### config.mk
export PLATFORM = sky130hd
export DESIGN_NAME = simon_decrypt
export DESIGN_NICKNAME = d
export VERILOG_FILES = /design/src/rtl/simon_pkg.sv /design/src/rtl/simon_key_expand.sv /design/src/rtl/simon_decrypt.sv
export SDC_FILE = /design/constraint.sdc
export NUM_CORES = 2
export LEC_CHECK = 0
export CAP_MARGIN = 20
export CORE_ASPECT_RATIO = 0.8
export CORE_MARGIN = 4
export CORE_UTILIZATION = 40
export DETAILED_ROUTE_END_ITERATION = 6
export DONT_BUFFER_PORTS = 1
export SYNTH_ARGS = -nofsm -noshare
export SYNTH_HDL_FRONTEND = slang
export SYNTH_SLANG_ARGS = --single-unit
### constraint.sdc
create_clock -name clk -period 5.45 [get_ports clk]
set_input_delay 1.09 -clock clk [delete_from_list [all_inputs] [get_ports clk]]
set_output_delay 1.09 -clock clk [all_outputs]
set_load 0.05 [all_outputs]
### src/rtl/simon_pkg.sv
// Shared types, sizes and constants for the Simon 64/96 decrypt core.
// Latency: n/a (package only).
// Backpressure: n/a (package only).
package simon_pkg;

    localparam int WORD_SIZE = 32;
    localparam int KEY_WORDS = 3;
    localparam int CONST_SEQ = 2;
    localparam int N_ROUNDS  = 42;
    localparam int IDX_W     = $clog2(N_ROUNDS);

    typedef logic [WORD_SIZE-1:0]                 rkey_t;
    typedef logic [KEY_WORDS-1:0][WORD_SIZE-1:0]  key_t;
    typedef logic [IDX_W-1:0]                     idx_t;

    // l occupies the upper half of the block, r the lower half.
    typedef struct packed {
        rkey_t l;
        rkey_t r;
    } data_t;

    typedef enum logic [2:0] {
        NOKEY,
        EXPAND,
        READY,
        DECRYPT,
        DONE
    } simon_dec_state_t;

    // z-sequences written in their published order: the leftmost digit is
    // element 0, so element j lives at bit 61-j of each literal.
    localparam logic [61:0] Z_SEQ [0:4] = '{
        62'b11111010001001010110000111001101111101000100101011000011100110,
        62'b10001110111110010011000010110101000111011111001001100001011010,
        62'b10101111011100000011010010011000101000010001111110010110110011,
        62'b11011011101011000110010111100000010010001010011100110100001111,
        62'b11010001111001101011011000100000010111000011001010010011101111
    };

    localparam logic [61:0] Z_CUR = Z_SEQ[CONST_SEQ];

    function automatic logic z_bit(input logic [5:0] j);
        return Z_CUR[6'd61 - j];
    endfunction

    function automatic rkey_t rol(input rkey_t v, input int s);
        return (v << s) | (v >> (WORD_SIZE - s));
    endfunction

    function automatic rkey_t ror(input rkey_t v, input int s);
        return (v >> s) | (v << (WORD_SIZE - s));
    endfunction

endpackage

### src/rtl/simon_key_expand.sv
// Simon key schedule: holds the N_ROUNDS round-key store and fills it one key per step.
// Latency: load writes the master words in one cycle; each step writes one further key.
// Backpressure: none; the caller asserts step only while expanding and watches last.
// Ports: clk, rst (sync, active high), load/key_in (master key), step (write next key),
//        last (current step writes the final key), rd_idx/rd_key (round-key read port).
// Build option: SIMON_DEC_ZEROIZE_EN adds a reset that clears the whole store.
module simon_key_expand
    import simon_pkg::*;
(
    input  logic  clk,
    input  logic  rst,
    input  logic  load,
    input  key_t  key_in,
    input  logic  step,
    output logic  last,
    input  idx_t  rd_idx,
    output rkey_t rd_key
);

    rkey_t      rk [N_ROUNDS];
    idx_t       wr_idx;
    idx_t       i1, i3, im, zoff;
    logic [5:0] zj;
    rkey_t      tmp, nxt;

    assign last   = (wr_idx == idx_t'(N_ROUNDS - 1));
    assign rd_key = rk[rd_idx];

    always_comb begin
        i1   = wr_idx - idx_t'(1);
        i3   = wr_idx - idx_t'(3);
        im   = wr_idx - idx_t'(KEY_WORDS);
        zoff = wr_idx - idx_t'(KEY_WORDS);
        zj   = 6'(int'(zoff) % 62);
        tmp  = ror(rk[i1], 3);
        if (KEY_WORDS == 4) begin
            tmp = tmp ^ rk[i3];
        end
        tmp = tmp ^ ror(tmp, 1);
        nxt = ~rk[im] ^ tmp ^ rkey_t'(z_bit(zj)) ^ rkey_t'(3);
    end

    // Write pointer needs no reset: every expansion starts with load.
    always_ff @(posedge clk) begin
        if (load) begin
            wr_idx <= idx_t'(KEY_WORDS);
        end else if (step && !last) begin
            wr_idx <= wr_idx + idx_t'(1);
        end
    end

    always_ff @(posedge clk) begin
`ifdef SIMON_DEC_ZEROIZE_EN
        if (rst) begin
            for (int k = 0; k < N_ROUNDS; k++) begin
                rk[k] <= '0;
            end
        end else
`endif
        if (load) begin
            for (int k = 0; k < KEY_WORDS; k++) begin
                rk[k] <= key_in[k];
            end
        end else if (step) begin
            rk[wr_idx] <= nxt;
        end
    end

endmodule

### src/rtl/simon_decrypt.sv
// Simon 64/96 block decrypt: key load + expansion, then one inverse round per cycle.
// Latency: key expansion N_ROUNDS-KEY_WORDS cycles; block N_ROUNDS cycles accept-to-out_valid.
// Backpressure: result held in DONE while out_ready=0; in_ready low outside READY.
// Ports: clk, rst (sync, active high), key_in/key_load/key_ready (key path),
//        in_data/in_valid/in_ready (ciphertext), out_data/out_valid/out_ready (plaintext).
// Build option: SIMON_DEC_ZEROIZE_EN clears keys and datapath on reset, clears (x,y)
//               after each result, and forces out_data to 0 whenever out_valid is low.
module simon_decrypt
    import simon_pkg::*;
(
    input  logic  clk,
    input  logic  rst,
    input  key_t  key_in,
    input  logic  key_load,
    output logic  key_ready,
    input  data_t in_data,
    input  logic  in_valid,
    output logic  in_ready,
    output data_t out_data,
    output logic  out_valid,
    input  logic  out_ready
);

    simon_dec_state_t state, state_nxt;
    idx_t             r;
    rkey_t            x, y;
    rkey_t            rk_cur;
    rkey_t            f_y;
    logic             exp_last;
    logic             key_accept;
    logic             blk_accept;

    assign key_accept = key_load && ((state == NOKEY) || (state == READY));
    assign key_ready  = (state == READY);
    assign in_ready   = (state == READY) && !key_load;
    assign blk_accept = in_valid && in_ready;
    assign out_valid  = (state == DONE);

    simon_key_expand u_key_expand (
        .clk    (clk),
        .rst    (rst),
        .load   (key_accept),
        .key_in (key_in),
        .step   (state == EXPAND),
        .last   (exp_last),
        .rd_idx (r),
        .rd_key (rk_cur)
    );

    always_ff @(posedge clk) begin
        if (rst) begin
            state <= NOKEY;
        end else begin
            state <= state_nxt;
        end
    end

    always_comb begin
        state_nxt = state;
        case (state)
            NOKEY:   if (key_load)   state_nxt = EXPAND;
            EXPAND:  if (exp_last)   state_nxt = READY;
            READY: begin
                if (key_load)        state_nxt = EXPAND;
                else if (in_valid)   state_nxt = DECRYPT;
            end
            DECRYPT: if (r == '0)    state_nxt = DONE;
            DONE:    if (out_ready)  state_nxt = READY;
            default:                 state_nxt = NOKEY;
        endcase
    end

    // Round index counts down and parks at 0; it is reloaded on every accept.
    always_ff @(posedge clk) begin
        if (blk_accept) begin
            r <= idx_t'(N_ROUNDS - 1);
        end else if ((state == DECRYPT) && (r != '0)) begin
            r <= r - idx_t'(1);
        end
    end

    assign f_y = (rol(y, 1) & rol(y, 8)) ^ rol(y, 2);

    always_ff @(posedge clk) begin
`ifdef SIMON_DEC_ZEROIZE_EN
        if (rst) begin
            x <= '0;
            y <= '0;
        end else if ((state == DONE) && out_ready) begin
            x <= '0;
            y <= '0;
        end else
`endif
        if (blk_accept) begin
            x <= in_data.l;
            y <= in_data.r;
        end else if (state == DECRYPT) begin
            x <= y;
            y <= x ^ f_y ^ rk_cur;
        end
    end

`ifdef SIMON_DEC_ZEROIZE_EN
    assign out_data = out_valid ? {x, y} : '0;
`else
    assign out_data = {x, y};
`endif

endmodule

==> results.json <==
{
  "grt_antenna_before_repair": 35,
  "highest_layer": "met5",
  "drtIter0Drc": 7616,
  "fin_crit_ns": 5.245,
  "cts.htree.levels": 4,
  "slowest_stage": "xnor2_2",
  "critical_path_class": "register to register",
  "critPathMaxStageDelay_ns": 0.86,
  "cts_tree": "built",
  "die-area_mm2": 0.2147,
  "io_buffers": 0,
  "synth-seq-cells": 1493,
  "synthArstFlopShare": 0,
  "synth_top_area_frac": 0.5331,
  "clk_latency_ns": 0.81,
  "worst_pin_slew_ns": 1.271,
  "outcome": "finished clean",
  "area_growth_pct": 12.47,
  "crit_path_max_fanout": 55,
  "cp-start-kind": "register",
  "grt_max_degree": 105,
  "grt_pass1_vias": 49284,
  "postCtsSetupBuffers": 0,
  "clock_path_buffers": 3,
  "holdCritPathClass": "primary input to register",
  "relSlewSlack": 0.1505,
  "synth_seq_area_share": 0.5382,
  "yosysTopAreaCell": "edfxtp_1",
  "synth.distinct_cells": 60,
  "cts_resized": 0,
  "critPathRequiredTime_ns": 6.08,
  "detail-route-antenna-nets": 0,
  "grt_pass1_wl_um": 406200,
  "maxCapViolations": 0,
  "cts.hold.buffers_added": 0,
  "fin_skew_ns": 0.03551,
  "ios": 232,
  "rsz0062_at_grt": "no",
  "final_max_slew_viol_count": 0,
  "num_rows": 149,
  "layout_commonest_cell": "edfxtp_1",
  "min_to": "state[2]",
  "syn-cell-area_mm2": 0.08291,
  "nets": 4623,
  "wirelength_um": 295500,
  "rr_endpoint": "u_key_expand.rk[16][25]",
  "tns_ns": 0,
  "cts_root_buf": "clkbuf_16",
  "hold_path_depth": 1,
  "synth_nets": 4587,
  "setup-violations-final": 0,
  "path_buf_inv": 4,
  "crit_arrival_ns": 5.87,
  "die_h_um": 415.2,
  "post-dp-hpwl_um": 190000,
  "drcViolationCount": 0,
  "cts_sinks": 1493,
  "final_cell_mix": "edfxtp_1 (1,472), mux4_2 (1,269), nand2_1 (383)",
  "grt_use_total": 0.2720,
  "die_w_um": 517.0,
  "clkTransAtPathRegs_ns": 0.06,
  "syn_area_per_cell_um2": 18.80,
  "post_drt_wl_per_cell_um": 40.51,
  "crit_chain": "inv_1 -> ha_4 -> xor2_4 -> buf_12 -> buf_12 -> mux4_2 -> mux4_2 -> mux2i_1 -> a21oi_1 -> xnor2_1 -> xnor2_2 -> buf_4",
  "yosysWarnings": 0,
  "dr.pass1.iters": 6,
  "end_kind": "register",
  "core-area_mm2": 0.2062,
  "rr_worst_depth": 12,
  "synth_area_leaders": "edfxtp_1 (53%), mux4_2 (34%), nand2_1 (1.8%), mux2_2 (1.5%), xnor2_1 (1.4%)",
  "final-hold-violation-count": 0,
  "worstHoldStart": "rst",
  "wl_met3_um": 37440,
  "grt_overflow": 0,
  "post-route-period-util": 0.9624,
  "crit-reg2reg-launch": "u_key_expand.wr_idx[1]",
  "start_util": 0.4021,
  "syn_inst": 4410,
  "vias": 50745,
  "max_freq_mhz": 190.6,
  "wl_met1_um": 114000,
  "drive_gt1_frac": 0.4329,
  "cp.depth": 12,
  "cts_buffers": 159,
  "synth_flop_cell": "edfxtp_1",
  "routabilityCongestion": 0.8687,
  "critPathTopFamily": "XOR/XNOR gates",
  "r2r_slack_ns": 0.20,
  "vias_per_cell": 6.956,
  "synth-edff-count": 1472,
  "wl_met2_um": 132900
}
-- cells in the mapped netlist, types with 11 or more instances --
library cell  instances
xnor2_1             128
buf_1                42
a21oi_1             115
inv_1                13
dfxtp_1              21
mux2_2              109
nand2_1             388
clkbuf_1            138
buf_2               147
edfxtp_1           1472
mux2i_1              60
xnor2_2              15
a31oi_1              64
buf_6                16
nor2_1              186
xor2_1               34
buf_4                37
mux4_2             1269
ha_1                 12
o21ai_0              47
nand3_1              11
-- routing by layer --
metal	global-route usage	vias to the layer above
li1	-	19048
met2	0.4051	3865
met4	0.08757	10
met3	0.08452	550
met1	0.3827	27272
met5	0	-
-- per-stage QoR --
step | worst slack (ns) | hold WS (ns) | cells | utilization | cell area [um2]
floorplan | 0.01382 | 0.4798 | 4410 | - | 82910
global placement | 0.3313 | 0.5015 | 6995 | 0.4264 | 87920
detailed placement | 0.2733 | 0.4997 | 6997 | 0.4266 | 87960
CTS | 0.2575 | 0.2898 | 7284 | 0.4517 | 93130
global route | 0.05030 | 0.3139 | 7292 | 0.4522 | 93250
finish | 0.2047 | 0.3494 | 7295 | 0.4523 | 93250
-- kinds of logic after synthesis --
group	count (synthesis)	share of synthesized area
DFF	1493	0.5382
adders and majority gates	12	0.001811
AOI/OAI and AO/OA	268	0.01903
buffers and inverters	396	0.02360
xor gates and xnor gates	181	0.02098
muxes	1438	0.3667
and+or+nand+nor	622	0.02967
-- final cells by class --
cell class	instances	area [um2]
sequential	1493	44650
clock inverter	87	905.9
fill	17260	112900
multi-input combinational	2521	36990
tap	2718	3401
antenna	5	12.51
inverter	14	60.06
timing repair buffer	257	2973
clock buffer	200	4259
-- registers in the layout, indices dropped and copies added, names as in the netlist, named ones only --
register,count
u_key_expand.rk,1408
u_key_expand.wr_idx,6
y,32
x,32
state,3
r,6
-- how the worst max path moves through the flow --
stage	end	start	slack, ns
finish	u_key_expand.rk[16][25]	u_key_expand.wr_idx[1]	0.20
global route	u_key_expand.rk[26][25]	u_key_expand.wr_idx[1]	0.05
CTS	u_key_expand.rk[26][25]	u_key_expand.wr_idx[1]	0.26
detailed placement	u_key_expand.rk[17][25]	u_key_expand.wr_idx[1]	0.27
global placement	u_key_expand.rk[16][25]	u_key_expand.wr_idx[0]	0.33
floorplan	u_key_expand.rk[0][24]	u_key_expand.wr_idx[0]	0.01
Power is left out: the tool's default activity adds up to more than one toggle a clock period on the data nets, which glitch-free logic cannot reach.
